$ cat src/rtl/memory_access.sv
// Memory-access stage of the RV32I pipeline. It issues registered data-memory
// requests, stalls upstream stages until the single-cycle response arrives,
// aligns and extends load data, and drives the MEM/WB register.
module memory_access (
    input  logic        clk,
    input  logic        rst,
    input  logic        ex_valid,
    input  logic        ex_load,
    input  logic        ex_store,
    input  logic [2:0]  ex_funct3,
    input  logic [4:0]  ex_rd,
    input  logic        ex_regfile_we,
    input  logic [31:0] ex_alu_out,
    input  logic [31:0] ex_rs2,
    input  logic [3:0]  ex_mem_byte_enable,
    output logic        dmem_read,
    output logic        dmem_write,
    output logic [31:0] dmem_address,
    output logic [31:0] dmem_wdata,
    output logic [3:0]  dmem_byte_enable,
    input  logic [31:0] dmem_rdata,
    input  logic        dmem_resp,
    output logic        ma_stall,
    output logic        wb_valid,
    output logic [4:0]  wb_rd,
    output logic        wb_we,
    output logic [31:0] wb_data
);

    typedef enum logic {
        IDLE = 1'b0,
        BUSY = 1'b1
    } state_t;

    state_t      state_q, state_d;
    logic        dmem_read_q, dmem_read_d;
    logic        dmem_write_q, dmem_write_d;
    logic [31:0] dmem_address_q, dmem_address_d;
    logic [31:0] dmem_wdata_q, dmem_wdata_d;
    logic [3:0]  dmem_byte_enable_q, dmem_byte_enable_d;
    logic        wb_valid_q, wb_valid_d;
    logic [4:0]  wb_rd_q, wb_rd_d;
    logic        wb_we_q, wb_we_d;
    logic [31:0] wb_data_q, wb_data_d;

    logic        mem_op;
    logic [1:0]  byte_off;
    logic [31:0] shifted_rdata;
    logic [31:0] load_data;

    assign mem_op   = ex_valid & (ex_load | ex_store);
    assign byte_off = ex_alu_out[1:0];

    // Load alignment: shift the addressed byte/half down, then extend by width.
    always_comb begin
        shifted_rdata = dmem_rdata >> {byte_off, 3'b000};
        case (ex_funct3)
            3'b000:  load_data = {{24{shifted_rdata[7]}}, shifted_rdata[7:0]};
            3'b100:  load_data = {24'd0, shifted_rdata[7:0]};
            3'b001:  load_data = {{16{shifted_rdata[15]}}, shifted_rdata[15:0]};
            3'b101:  load_data = {16'd0, shifted_rdata[15:0]};
            default: load_data = shifted_rdata;
        endcase
    end

    // Request FSM next-state, request registers and stall.
    always_comb begin
        // NOTE: every signal gets a default first so no path infers a latch.
        state_d            = state_q;
        dmem_read_d        = dmem_read_q;
        dmem_write_d       = dmem_write_q;
        dmem_address_d     = dmem_address_q;
        dmem_wdata_d       = dmem_wdata_q;
        dmem_byte_enable_d = dmem_byte_enable_q;
        ma_stall           = 1'b0;
        case (state_q)
            IDLE: begin
                if (mem_op) begin
                    ma_stall           = 1'b1;
                    state_d            = BUSY;
                    dmem_read_d        = ex_load;
                    // A load+store encoding is treated as a load only.
                    dmem_write_d       = ex_store & ~ex_load;
                    dmem_address_d     = {ex_alu_out[31:2], 2'b00};
                    dmem_wdata_d       = ex_rs2 << {byte_off, 3'b000};
                    dmem_byte_enable_d = ex_mem_byte_enable;
                end
            end
            BUSY: begin
                ma_stall = ~dmem_resp;
                if (dmem_resp) begin
                    state_d      = IDLE;
                    dmem_read_d  = 1'b0;
                    dmem_write_d = 1'b0;
                end
            end
            default: state_d = IDLE;
        endcase
        // Keep every output at 0 while reset is held, including the stall.
        if (!rst) ma_stall = 1'b0;
    end

    // MEM/WB next value: advance when not stalled, otherwise insert a bubble.
    always_comb begin
        wb_valid_d = 1'b0;
        wb_we_d    = 1'b0;
        wb_rd_d    = wb_rd_q;
        wb_data_d  = wb_data_q;
        if (!ma_stall) begin
            wb_valid_d = ex_valid;
            wb_rd_d    = ex_rd;
            wb_we_d    = ex_valid & ex_regfile_we;
            wb_data_d  = (ex_valid & ex_load) ? load_data : ex_alu_out;
        end
    end

    // State, request and MEM/WB registers with asynchronous active-low reset.
    always_ff @(posedge clk or negedge rst) begin
        if (!rst) begin
            state_q            <= IDLE;
            dmem_read_q        <= 1'b0;
            dmem_write_q       <= 1'b0;
            dmem_address_q     <= 32'd0;
            dmem_wdata_q       <= 32'd0;
            dmem_byte_enable_q <= 4'd0;
            wb_valid_q         <= 1'b0;
            wb_rd_q            <= 5'd0;
            wb_we_q            <= 1'b0;
            wb_data_q          <= 32'd0;
        end else begin
            // NOTE: non-blocking assignments so all flops update from pre-edge values.
            state_q            <= state_d;
            dmem_read_q        <= dmem_read_d;
            dmem_write_q       <= dmem_write_d;
            dmem_address_q     <= dmem_address_d;
            dmem_wdata_q       <= dmem_wdata_d;
            dmem_byte_enable_q <= dmem_byte_enable_d;
            wb_valid_q         <= wb_valid_d;
            wb_rd_q            <= wb_rd_d;
            wb_we_q            <= wb_we_d;
            wb_data_q          <= wb_data_d;
        end
    end

    assign dmem_read        = dmem_read_q;
    assign dmem_write       = dmem_write_q;
    assign dmem_address     = dmem_address_q;
    assign dmem_wdata       = dmem_wdata_q;
    assign dmem_byte_enable = dmem_byte_enable_q;
    assign wb_valid         = wb_valid_q;
    assign wb_rd            = wb_rd_q;
    assign wb_we            = wb_we_q;
    assign wb_data          = wb_data_q;

endmodule
$ cat config.mk
export PLATFORM = sky130hd
export DESIGN_NAME = memory_access
export DESIGN_NICKNAME = d
export VERILOG_FILES = /design/src/rtl/memory_access.sv
export SDC_FILE = /design/constraint.sdc
export NUM_CORES = 1
export LEC_CHECK = 0
export CAP_MARGIN = 10
export CORE_UTILIZATION = 39
export CTS_CLUSTER_SIZE = 8
export DETAILED_ROUTE_END_ITERATION = 10
export GPL_TIMING_DRIVEN = 0
export PLACE_DENSITY_LB_ADDON = 0.15
export SKIP_CTS_REPAIR_TIMING = 1
export SYNTH_ARGS = -nofsm -noshare
export SYNTH_HDL_FRONTEND = slang
export SYNTH_SLANG_ARGS = --single-unit
$ cat constraint.sdc
create_clock -name clk -period 1.7 [get_ports clk]
set_clock_uncertainty 0.05 [all_clocks]
set_input_delay 0.17 -clock clk [delete_from_list [all_inputs] [get_ports clk]]
set_output_delay 0.17 -clock clk [all_outputs]
set_load 0.03 [all_outputs]
Yosys cells after proc, flatten, opt, wreduce, memory -nomap -nowiden
Index checks and enable logic that the tools add are counted.
{ "op_classes": {"addsub": 0, "n_mul": 0, "div": 0, "order_cmp": 0, "n_eq_ne": 5, "shift": 2, "muxes": 14, "bitwise_logic": 8, "reduce_logical": 3} }
{ "op_table": {"columns": ["op", "n"], "rows": [
  ["32-bit one-hot mux with 4 select lines", 1],
  ["32-bit two-way mux", 1],
  ["32-bit by 5-bit left shift with 32-bit output", 1],
  ["32-bit by 5-bit >> shifter with 32-bit output", 1],
  ["1-bit two-way mux", 8],
  ["1-bit one-hot mux with 2 select lines", 4],
  ["3-bit equality test (second input constant)", 2],
  ["1-bit AND", 4],
  ["2-bit inequality test (second input constant)", 2],
  ["2-bit AND reduction", 2],
  ["3-bit by 1-bit equality test with 1-bit output (second input constant)", 1],
  ["3-bit zero test", 1],
  ["1-bit inverter", 3],
  ["1-bit bitwise OR", 1]
]} }
{ "word_totals": {"register_bits": 108, "latch_bits": 0, "mem_bits_rw": 0, "romBits": 0, "in_bits": 115, "memories": 0} }

Depth between registers and ports, before layout
Gate-level depths: netlist (run 1).
{ "logic_depth": {"word_depth": 6, "depth_mapped": 9} }

Worst setup path before layout (run 1)
OpenSTA, ideal clock, no wires.
{ "synth_path": {"path_kind": "reg-to-reg", "start": "reg state_q", "end": "reg wb_rd_q[3], in the netlist wb_rd[3]", "setup_ps": 128, "arrival_time_ps": 1774, "required_ps": 1522, "setup_slack_ps": -252, "stages_incl_launch_ff": 10, "n_path_buf": 3, "synth_period_minus_slack_ps": 1952, "cell_sequence": "dfrtp_1 nand2b_1 o21a_1 buf_4 inv_2 buf_6 nand2_4 inv_2 buf_4 mux2_1"} }
{ "synth_via": {"elab_chain_cells": 3} }
{ "synth_rtl": {"columns": ["element", "line", "source"], "rows": [
  ["start, declared", "35", "state_t state_q, state_d;"],
  ["start signal, assigned", "132", "state_q <= state_d;"],
  ["1-bit inverter (no source line)", null, null],
  ["1-bit one-hot mux with 2 select lines *", "76", "case (state_q)"],
  ["1-bit two-way mux *", "100", "if (!rst) ma_stall = 1'b0;"],
  ["named net ma_stall", "23", "output logic ma_stall,"],
  ["end signal, assigned", "139", "wb_rd_q <= wb_rd_d;"],
  ["end, declared", "42", "logic [4:0] wb_rd_q, wb_rd_d;"]
]} }
Mark *: on every way through the listed nets, which the timed path passes. The rest lies on a longest branch.
A chain may end at the register's enable or synchronous reset.

Worst setup path after layout (run 1)
{ "layout_path": {"start": "reg state_q", "end": "out ma_stall"} }
{ "layout_via": {"elab_chain_cells": 3} }
{ "layout_rtl": {"columns": ["element", "line"], "rows": [
  ["1-bit inverter (no source line)", null],
  ["1-bit one-hot mux with 2 select lines *", "76"],
  ["1-bit two-way mux *", "100"],
  ["end, declared", "23"]
]} }
Every way passes the cells marked *; elsewhere a longest branch is shown, timed or not.

==> impl_metrics.json, run 1 <==
{
  "ioPinCount": 225,
  "layout_min_cycle_time_ns": 1.91,
  "synth-edff-count": 0,
  "dp_cells": 901,
  "fmax_mhz": 524,
  "vdd_ir_drop_max_v": 0.000627,
  "setup_viol": 72,
  "end_kind": "output port",
  "cts_made_buffers": 9,
  "worst_pin_slew_ns": 0.598,
  "hold_viol_final": 0,
  "clock-root-buffer": "clkbuf_16",
  "slowest_delay_ns": 0.40,
  "critPathRequiredTime_ns": 1.48,
  "grt_usage": 0.251,
  "maxSlewHeadroom": 0.600,
  "drcViolationCount": 0,
  "p_per_area_nw_per_um2": 1060,
  "synth_area_per_cell_um2": 10.9,
  "multi_input_area_um2": 2670,
  "ys_ff_latch": 108,
  "cts_buffer_depth": 2,
  "final_nets": 881,
  "slowest_stage": "dfrtp_1",
  "yosysSeqAreaShare": 0.494,
  "crit_path_start_kind": "flip-flop",
  "fin_crit_sh": 1.12,
  "status": "complete, but fails checks",
  "drtAntennaViolNets": 0,
  "port_buffers": 220,
  "antenna_found_initial": 0,
  "layout_setup_ws_ns": -0.209,
  "fp.dieW_um": 120,
  "wire_per_inst_um": 20.2,
  "violations": "setup timing",
  "first_pass_iters": 5,
  "syn_inst": 503,
  "leakage_nw": 3.73,
  "cp_max_fo": 4,
  "path_cells": "nand2b_4 > o21a_1 > buf_6 > clkinv_4 > buf_12 > nand2_8 > inv_8 > buf_8 > buf_6",
  "drv_cap": 0,
  "regArea_um2": 2700,
  "drive_gt1_frac": 0.226,
  "syn_to_final_growth_pct": 63.0,
  "syn_area_um2": 5480,
  "die_area_um2": 14500,
  "hold_class": "input pin to asynchronous set/reset pin",
  "async_reset_ff_frac": 1.00,
  "worstSkewPairLatency_ns": 0.35,
  "htree_levels": 3,
  "finalWirelength_um": 19100,
  "first_iter_violations": 365,
  "diodes": 0,
  "total_power_w": 0.00945,
  "slew_viol_final": 0,
  "die_y_um": 120,
  "first_global_vias": 5032,
  "path_clk_slew_ns": 0.07,
  "grt_overflow": 0,
  "ys.flop_type": "dfrtp_1",
  "dp_hpwl_um": 13700,
  "core_region_area_um2": 13500,
  "via_count": 5082,
  "crit_type": "flip-flop to output port",
  "crit_top_cell": "buf_6",
  "place_congestion": 0.841,
  "rows": 42,
  "vias_per_cell": 5.37,
  "cp.arrival_ns": 1.69,
  "cts_tree": "built",
  "grt_pass1_wl_um": 27600,
  "grt_start_max_net_pins": 57,
  "layoutNonFillerInstCount": 947,
  "synth_warnings": 0,
  "initial_core_util": 0.407,
  "cts_sinks": 108,
  "rsz0062_at_grt": "true",
  "synth.distinct_cells": 44,
  "fillers": 1082
}
power by group:
| group | internal (W) | switching (W) | total [W] |
|---|---|---|---|
| clock | 0.00131 | 0.000953 | 0.00226 |
| sequential | 0.00306 | 0.000269 | 0.00333 |
| combinational | 0.00181 | 0.00205 | 0.00386 |
synthesized netlist by cell type, types with 2 or more instances:
| library cell | instances | area [um^2] |
|---|---|---|
| buf_6 | 5 | 56.3 |
| and2_1 | 2 | 12.5 |
| a22oi_1 | 3 | 22.5 |
| buf_1 | 3 | 11.3 |
| mux2_2 | 59 | 664 |
| clkbuf_1 | 15 | 56.3 |
| nor2b_1 | 11 | 68.8 |
| nand2_1 | 64 | 240 |
| a21oi_1 | 27 | 135 |
| o21ai_0 | 20 | 100 |
| nand2b_1 | 4 | 25.0 |
| nand3_1 | 8 | 40.0 |
| inv_1 | 2 | 7.51 |
| and3_1 | 2 | 12.5 |
| a211oi_1 | 8 | 60.1 |
| buf_4 | 8 | 60.1 |
| dfrtp_1 | 108 | 2700 |
| or3_1 | 2 | 12.5 |
| o31ai_1 | 16 | 120 |
| a221oi_2 | 10 | 150 |
| buf_2 | 12 | 60.1 |
| mux2i_1 | 28 | 280 |
| o2bb2ai_1 | 6 | 52.6 |
| inv_2 | 2 | 7.51 |
| a221oi_1 | 6 | 52.6 |
| nor2_1 | 34 | 128 |
| nor3_1 | 17 | 85.1 |
| mux4_2 | 5 | 113 |
sequential cells by signal (all words and copies together), names as in the netlist:
register and flops:
state_q 1, dmem_write 1, wb_data 32, wb_we 1, dmem_read 1, wb_valid 1, dmem_wdata 32, dmem_address 30
dmem_byte_enable 4, wb_rd 5
cell type report:
cell class | count | share of cell area
flip-flops and latches | 108 | 0.303
clock inverters | 2 | 0.00435
well taps | 176 | 0.0247
multi-input cells | 348 | 0.299
clock buffers | 14 | 0.0318
plain buffers | 41 | 0.0316
inverters | 5 | 0.00393
repair buffers | 253 | 0.302
worst max-delay path, delay by kind of cell, from the launching register on:
family / cells / cell delay, ns
AOI/OAI and AO/OA: 1 / 0.18
DFF: 1 / 0.40
and+or+nand+nor: 2 / 0.22
buffers and inverters: 6 / 0.54
metrics by stage:
step | instance area (um^2) | setup TNS (ns) | util | setup WS (ns) | hold WS (ns)
6_report | 8920 | -3.78 | 0.663 | -0.209 | 0.0186
5_1_grt | 8920 | -12.47 | 0.663 | -0.286 | 0.0211
4_1_cts | 8290 | -29.22 | 0.616 | -1.10 | -0.141
3_5_place_dp | 7970 | -68.47 | 0.592 | -1.09 | 0.236
3_3_place_gp | 7940 | -630.12 | 0.590 | -4.70 | 0.411
2_1_floorplan | 5520 | -0.0843 | - | -0.0843 | -0.176
kinds of logic after synthesis:
| logic type | share of synthesized area |
|---|---|
| flops | 0.494 |
| mux | 0.195 |
| other cells | 0.000685 |
| simple gates | 0.124 |
| compound gates | 0.138 |
| buf+inv | 0.0480 |
metal layers:
| layer | vias to the layer above | routed length [um] | track usage | share of wire |
|---|---|---|---|---|
| met4 | 0 | 455 | 0.0841 | 0.024 |
| met2 | 207 | 9530 | 0.417 | 0.50 |
| met5 | - | 0 | 0 | 0 |
| met3 | 33 | 1340 | 0.0594 | 0.070 |
| li1 | 2327 | - | - | - |
| met1 | 2515 | 7780 | 0.320 | 0.41 |
placed cells by master, fill, tap and decap left out, drive strengths merged, types with 2 or more instances in the layout:
cell and n:
a211oi 8, a21oi 27, a221oi 17, a22oi 3, and2 2, and3 2, buf 57, clkbuf 30
clkdlybuf4s50 213, conb 2, dfrtp 108, dlygate4sd3 3, dlymetal6s2s 5, inv 4, mux2 60, mux2i 28
mux4 5, nand2 65, nand2b 4, nand3 8, nor2 34, nor2b 11, nor3 17, o21ai 20
o2bb2ai 6, o31ai 16, or2 2, or3 2
final timing paths:
kind | start | end | slack [ns] | depth (start not counted)
min reg2reg | dmem_wdata[21] | dmem_wdata[21] | 0.44 | 2
max reg2reg | state_q | dmem_byte_enable[2] | -0.10 | 4
max in group asynchronous | rst | dmem_write | 0.75 | 6
min in group clk | ex_valid | wb_valid | 0.24 | 2
min | rst | wb_data[20] | 0.02 | 5
max | state_q | ma_stall | -0.21 | 9
Power figures use the tool's default switching activity.
==> run 2, diff against run 1 <==
CORE_UTILIZATION = 35   (was 39)
==> impl_metrics.json, run 2 (synthesized netlist as in run 1, its figures left out) <==
{
  "status": "complete, but fails checks",
  "violations": "hold timing, setup timing",
  "end_kind": "output port",
  "startpoint": "state_q",
  "swShare": 0.356,
  "p_int_w": 0.00592,
  "rsz0062_at_grt": "true",
  "hold_viol_final": 50,
  "fmax_mhz": 511,
  "p_seq_frac": 0.362,
  "path_cells": "nand2b_4 > o21a_1 > buf_6 > clkinv_4 > buf_12 > nand2_8 > inv_8 > buf_8 > buf_6",
  "pre_cts_ws_ns": -1.02,
  "syn_to_final_growth_pct": 55.6,
  "initial_core_util": 0.359,
  "r2r-start": "state_q",
  "final_nets": 862,
  "port_buffers": 220,
  "wire_per_inst_um": 19.5,
  "first_iter_violations": 208,
  "vdd_ir_drop_max_v": 0.000639,
  "hold-worst-slack_ns": -0.279,
  "worstSkewPairLatency_ns": 0.35,
  "hold_class": "input pin to asynchronous set/reset pin",
  "core_region_area_um2": 15300,
  "rr_worst_depth": 9,
  "cts_tree": "built",
  "cts_made_buffers": 9,
  "diodes": 0,
  "leakage_nw": 3.50,
  "drtAntennaViolNets": 0,
  "r2r_end": "wb_data[29]",
  "r2r_setup_slack_ns": -0.18,
  "layout_commonest_cell": "clkdlybuf4s50_1",
  "cp.arrival_ns": 1.74,
  "p_sw_w": 0.00327,
  "p_per_area_nw_per_um2": 1080,
  "crit_end": "ma_stall",
  "drv_cap": 0,
  "place_congestion": 0.882,
  "die_y_um": 127,
  "maxSlewHeadroom": 0.607,
  "slowest_delay_ns": 0.41,
  "die_area_um2": 16100,
  "antenna_found_initial": 1,
  "fillers": 1356,
  "vias_per_cell": 5.17,
  "critPathRequiredTime_ns": 1.48,
  "layout_min_cycle_time_ns": 1.96,
  "crit_path_start_kind": "flip-flop",
  "combPwrFrac": 0.403,
  "layout_setup_ws_ns": -0.255,
  "p_clk_frac": 0.235,
  "worst_pin_slew_ns": 0.589,
  "dp_hpwl_um": 14300,
  "slew_viol_final": 0,
  "layout_common_cells": "216 x clkdlybuf4s50_1, 108 x dfrtp_1, 64 x nand2_1",
  "total_power_w": 0.00919,
  "cp_max_fo": 7,
  "rows": 45,
  "finalWirelength_um": 18700,
  "first_pass_iters": 4,
  "grt_pass1_wl_um": 28600,
  "first_global_vias": 5117,
  "crit_top_cell": "buf_6",
  "fp.dieW_um": 127,
  "crit_type": "flip-flop to output port",
  "drive_gt1_frac": 0.202,
  "clock-root-buffer": "clkbuf_16",
  "drcViolationCount": 0,
  "slowest_stage": "dfrtp_1",
  "ioPinCount": 225,
  "htree_levels": 3,
  "via_count": 4978,
  "grt_start_max_net_pins": 59,
  "path_clk_slew_ns": 0.07,
  "grt_overflow": 0,
  "fin_crit_sh": 1.15,
  "grt_usage": 0.234,
  "cts_sinks": 108,
  "cts_buffer_depth": 2,
  "setup_viol": 80
}
## run 2: per-layer routing
metal | up-vias | global-route usage | routed length, um
li1 | 2288 | - | -
met1 | 2492 | 0.298 | 7990
met2 | 178 | 0.400 | 9320
met3 | 18 | 0.0503 | 1140
met4 | 2 | 0.0686 | 269
met5 | - | 0 | 13
## run 2: final cells by class
type / instances / area (um^2) / area share
inverter: 5 / 31.3 / 0.00367
multi-input combinational: 348 / 2630 / 0.308
clock inverter: 6 / 72.6 / 0.00852
clock buffer: 10 / 229 / 0.0269
timing repair buffer: 233 / 2330 / 0.273
buffer: 42 / 269 / 0.0316
sequential: 108 / 2700 / 0.317
tap: 211 / 264 / 0.0310
## run 2: power groups by stage
stage / logic (W) / registers, W / clock network, W
floorplan: 0.000946 / 0.00434 / 0
global placement: 0.00355 / 0.00335 / 0
detailed placement: 0.00360 / 0.00338 / 0
CTS: 0.00361 / 0.00333 / 0.00221
global route: 0.00389 / 0.00339 / 0.00231
finish: 0.00370 / 0.00333 / 0.00216
## run 2: worst min-delay path by stage
stage / slack (ns) / to / start
after global routing: -0.24 / dmem_byte_enable[0] / rst
after CTS: -0.15 / dmem_address[31] / rst
after detailed placement: 0.23 / dmem_byte_enable[1] / rst
after global placement: 0.41 / dmem_wdata[12] / dmem_wdata[12]
after floorplan: -0.18 / dmem_address[10] / rst
final: -0.28 / dmem_byte_enable[0] / rst
## run 2: worst max-delay path: cells and delay by family, from the launching register on
family / cells / cell delay, ns
AO/OA/AOI/OAI: 1 / 0.20
AND/OR/NAND/NOR: 2 / 0.21
flip-flops: 1 / 0.41
buffers and inverters: 6 / 0.55
## run 2: stage by stage
step           utilization  hold slack (ns)  area (um^2)  instances  TNS (ns)
6_report             0.559           -0.279         8520        963     -8.23
5_1_grt              0.559           -0.243         8520        963    -16.18
4_1_cts              0.545           -0.154         8310        952    -26.48
3_5_place_dp         0.525            0.226         8010        936    -66.02
3_3_place_gp         0.523            0.411         7980        935   -625.92
2_1_floorplan            -           -0.176         5520        504   -0.0843
==> run 3, diff against run 2 <==
ABC_AREA = 1   (was default)
==> impl_metrics.json, run 3 <==
{
  "status": "complete, but fails checks",
  "violations": "hold timing",
  "grt_start_max_net_pins": 59,
  "layout_setup_ws_ns": 0.0472,
  "via_count": 5850,
  "htree_levels": 3,
  "grt_overflow": 0,
  "cp.arrival_ns": 1.43,
  "fmax_mhz": 605,
  "path_cells": "clkdlybuf4s50_1",
  "cts_buffer_depth": 2,
  "worstSkewPairLatency_ns": 0.35,
  "layout_min_cycle_time_ns": 1.65,
  "fillers": 1606,
  "slew_viol_final": 0,
  "drv_cap": 0,
  "grt_usage": 0.243,
  "dp_hpwl_um": 15200,
  "pre_cts_ws_ns": -0.682,
  "slowest_stage": "clkdlybuf4s50_1",
  "dp_cells": 1244,
  "synth-edff-count": 0,
  "drtAntennaViolNets": 0,
  "yosysMostFrequentCell": "nand2_1",
  "p_per_area_nw_per_um2": 1160,
  "initial_core_util": 0.358,
  "yosysTopAreaCellShare": 0.475,
  "drive_gt1_frac": 0.0799,
  "crit_end": "dmem_wdata[15]",
  "hold-worst-slack_ns": -0.284,
  "drcViolationCount": 0,
  "core_region_area_um2": 15900,
  "syn_area_um2": 5690,
  "maxSlewHeadroom": 0.600,
  "ioPinCount": 225,
  "cp_num_buf_inv": 1,
  "crit_cells": 1,
  "layout_commonest_cell": "nand2_1",
  "syn_to_final_growth_pct": 51.2,
  "synth_warnings": 0,
  "crit_type": "flip-flop to output port",
  "cts_tree": "built",
  "port_buffers": 221,
  "r2r-start": "state_q",
  "layoutNonFillerInstCount": 1267,
  "path_clk_slew_ns": 0.08,
  "grt_pass1_wl_um": 30500,
  "worst_pin_slew_ns": 0.600,
  "rows": 46,
  "cts_sinks": 108,
  "fp.dieW_um": 130,
  "first_iter_violations": 286,
  "r2r_setup_slack_ns": 0.18,
  "setup_viol": 0,
  "rr_worst_depth": 4,
  "hold_class": "input pin to asynchronous set/reset pin",
  "cp_max_fo": 2,
  "synth.area.top_cells": "dfrtp_1 47%, nand2_1 27%, nand3_1 6.2%, inv_1 4.5%, o211ai_1 2.9%",
  "first_global_vias": 5540,
  "leakage_nw": 4.38,
  "end_kind": "output port",
  "r2r_end": "dmem_wdata[21]",
  "place_congestion": 0.870,
  "die_y_um": 130,
  "slowest_delay_ns": 0.69,
  "path_delay_family": "buffers and inverters",
  "rsz0062_at_grt": "true",
  "antenna_found_initial": 0,
  "ys.flop_type": "dfrtp_1",
  "vdd_ir_drop_max_v": 0.000680,
  "synth.largest_area_cell": "dfrtp_1",
  "cts_made_buffers": 9,
  "crit_path_start_kind": "flip-flop",
  "wire_per_inst_um": 15.7,
  "critPathRequiredTime_ns": 1.48,
  "synth_area_per_cell_um2": 7.07,
  "synth.distinct_cells": 20,
  "ys_ff_latch": 108,
  "first_pass_iters": 5,
  "diodes": 0,
  "async_reset_ff_frac": 1.00,
  "final_nets": 1161,
  "yosysSeqAreaShare": 0.475,
  "syn_inst": 805,
  "clock-root-buffer": "clkbuf_16",
  "synth_common_cells": "412 x nand2_1, 108 x dfrtp_1, 71 x nand3_1, 68 x inv_1, 31 x o21ai_1",
  "layout_common_cells": "409 x nand2_1, 218 x clkdlybuf4s50_1, 107 x dfrtp_1",
  "fin_crit_sh": 0.972,
  "hold_viol_final": 50,
  "startpoint": "dmem_wdata[15]",
  "die_area_um2": 16800,
  "finalWirelength_um": 19800,
  "vias_per_cell": 4.62
}
## run 3: layer usage
layer	GRT usage	wire length, um	vias up
li1	-	-	2962
met5	0	0	-
met1	0.313	8620	2671
met3	0.0454	1310	22
met4	0.0848	354	0
met2	0.410	9550	195
## run 3: through the flow
| step | utilization | hold slack [ns] | setup TNS [ns] | total power [W] | cell area (um^2) |
|---|---|---|---|---|---|
| final | 0.542 | -0.284 | 0 | 0.0100 | 8610 |
| after global routing | 0.542 | -0.249 | -0.0161 | 0.0105 | 8610 |
| after CTS | 0.536 | -0.269 | -0.698 | 0.0100 | 8520 |
| after detailed placement | 0.517 | 0.118 | -27.04 | 0.00779 | 8210 |
| after global placement | 0.515 | 0.405 | -620.53 | 0.00775 | 8180 |
| after floorplan | - | -0.176 | 0 | 0.00582 | 5700 |
## run 3: cell families (layout without fill, tap and decap cells)
family,after synthesis,after routing,share of synthesized area
AO/OA/AOI/OAI,68,68,0.0695
AND/OR/NAND/NOR,507,507,0.361
buffers and inverters,121,366,0.0945
other,1,2,0.000659
flip-flops,108,108,0.475
## run 3: cell type report
| class | instances | area [um^2] | area share |
|---|---|---|---|
| Timing Repair Buffer | 229 | 2300 | 0.267 |
| Inverter | 73 | 274 | 0.0318 |
| Multi-Input combinational cell | 577 | 2470 | 0.287 |
| Sequential cell | 108 | 2700 | 0.314 |
| Clock buffer | 10 | 239 | 0.0278 |
| Clock inverter | 6 | 72.6 | 0.00843 |
| Buffer | 48 | 279 | 0.0324 |
| Tap cell | 216 | 270 | 0.0314 |
## run 3: power by group
group	internal (W)	switching, W
sequential	0.00318	0.000336
combinational	0.00176	0.00250
clock	0.00120	0.00102
total	0.00613	0.00386
## run 3: how the worst min path moves through the flow
stage                     depth (start not counted)  slack (ns)                start                  end
final                                             1       -0.28                  rst     dmem_address[13]
after global routing                              1       -0.25                  rst     dmem_address[13]
after CTS                                         1       -0.27                  rst     dmem_address[13]
after detailed placement                          1        0.12                  rst              state_q
after global placement                            2        0.40  dmem_byte_enable[0]  dmem_byte_enable[0]
after floorplan                                   0       -0.18                  rst     dmem_address[10]
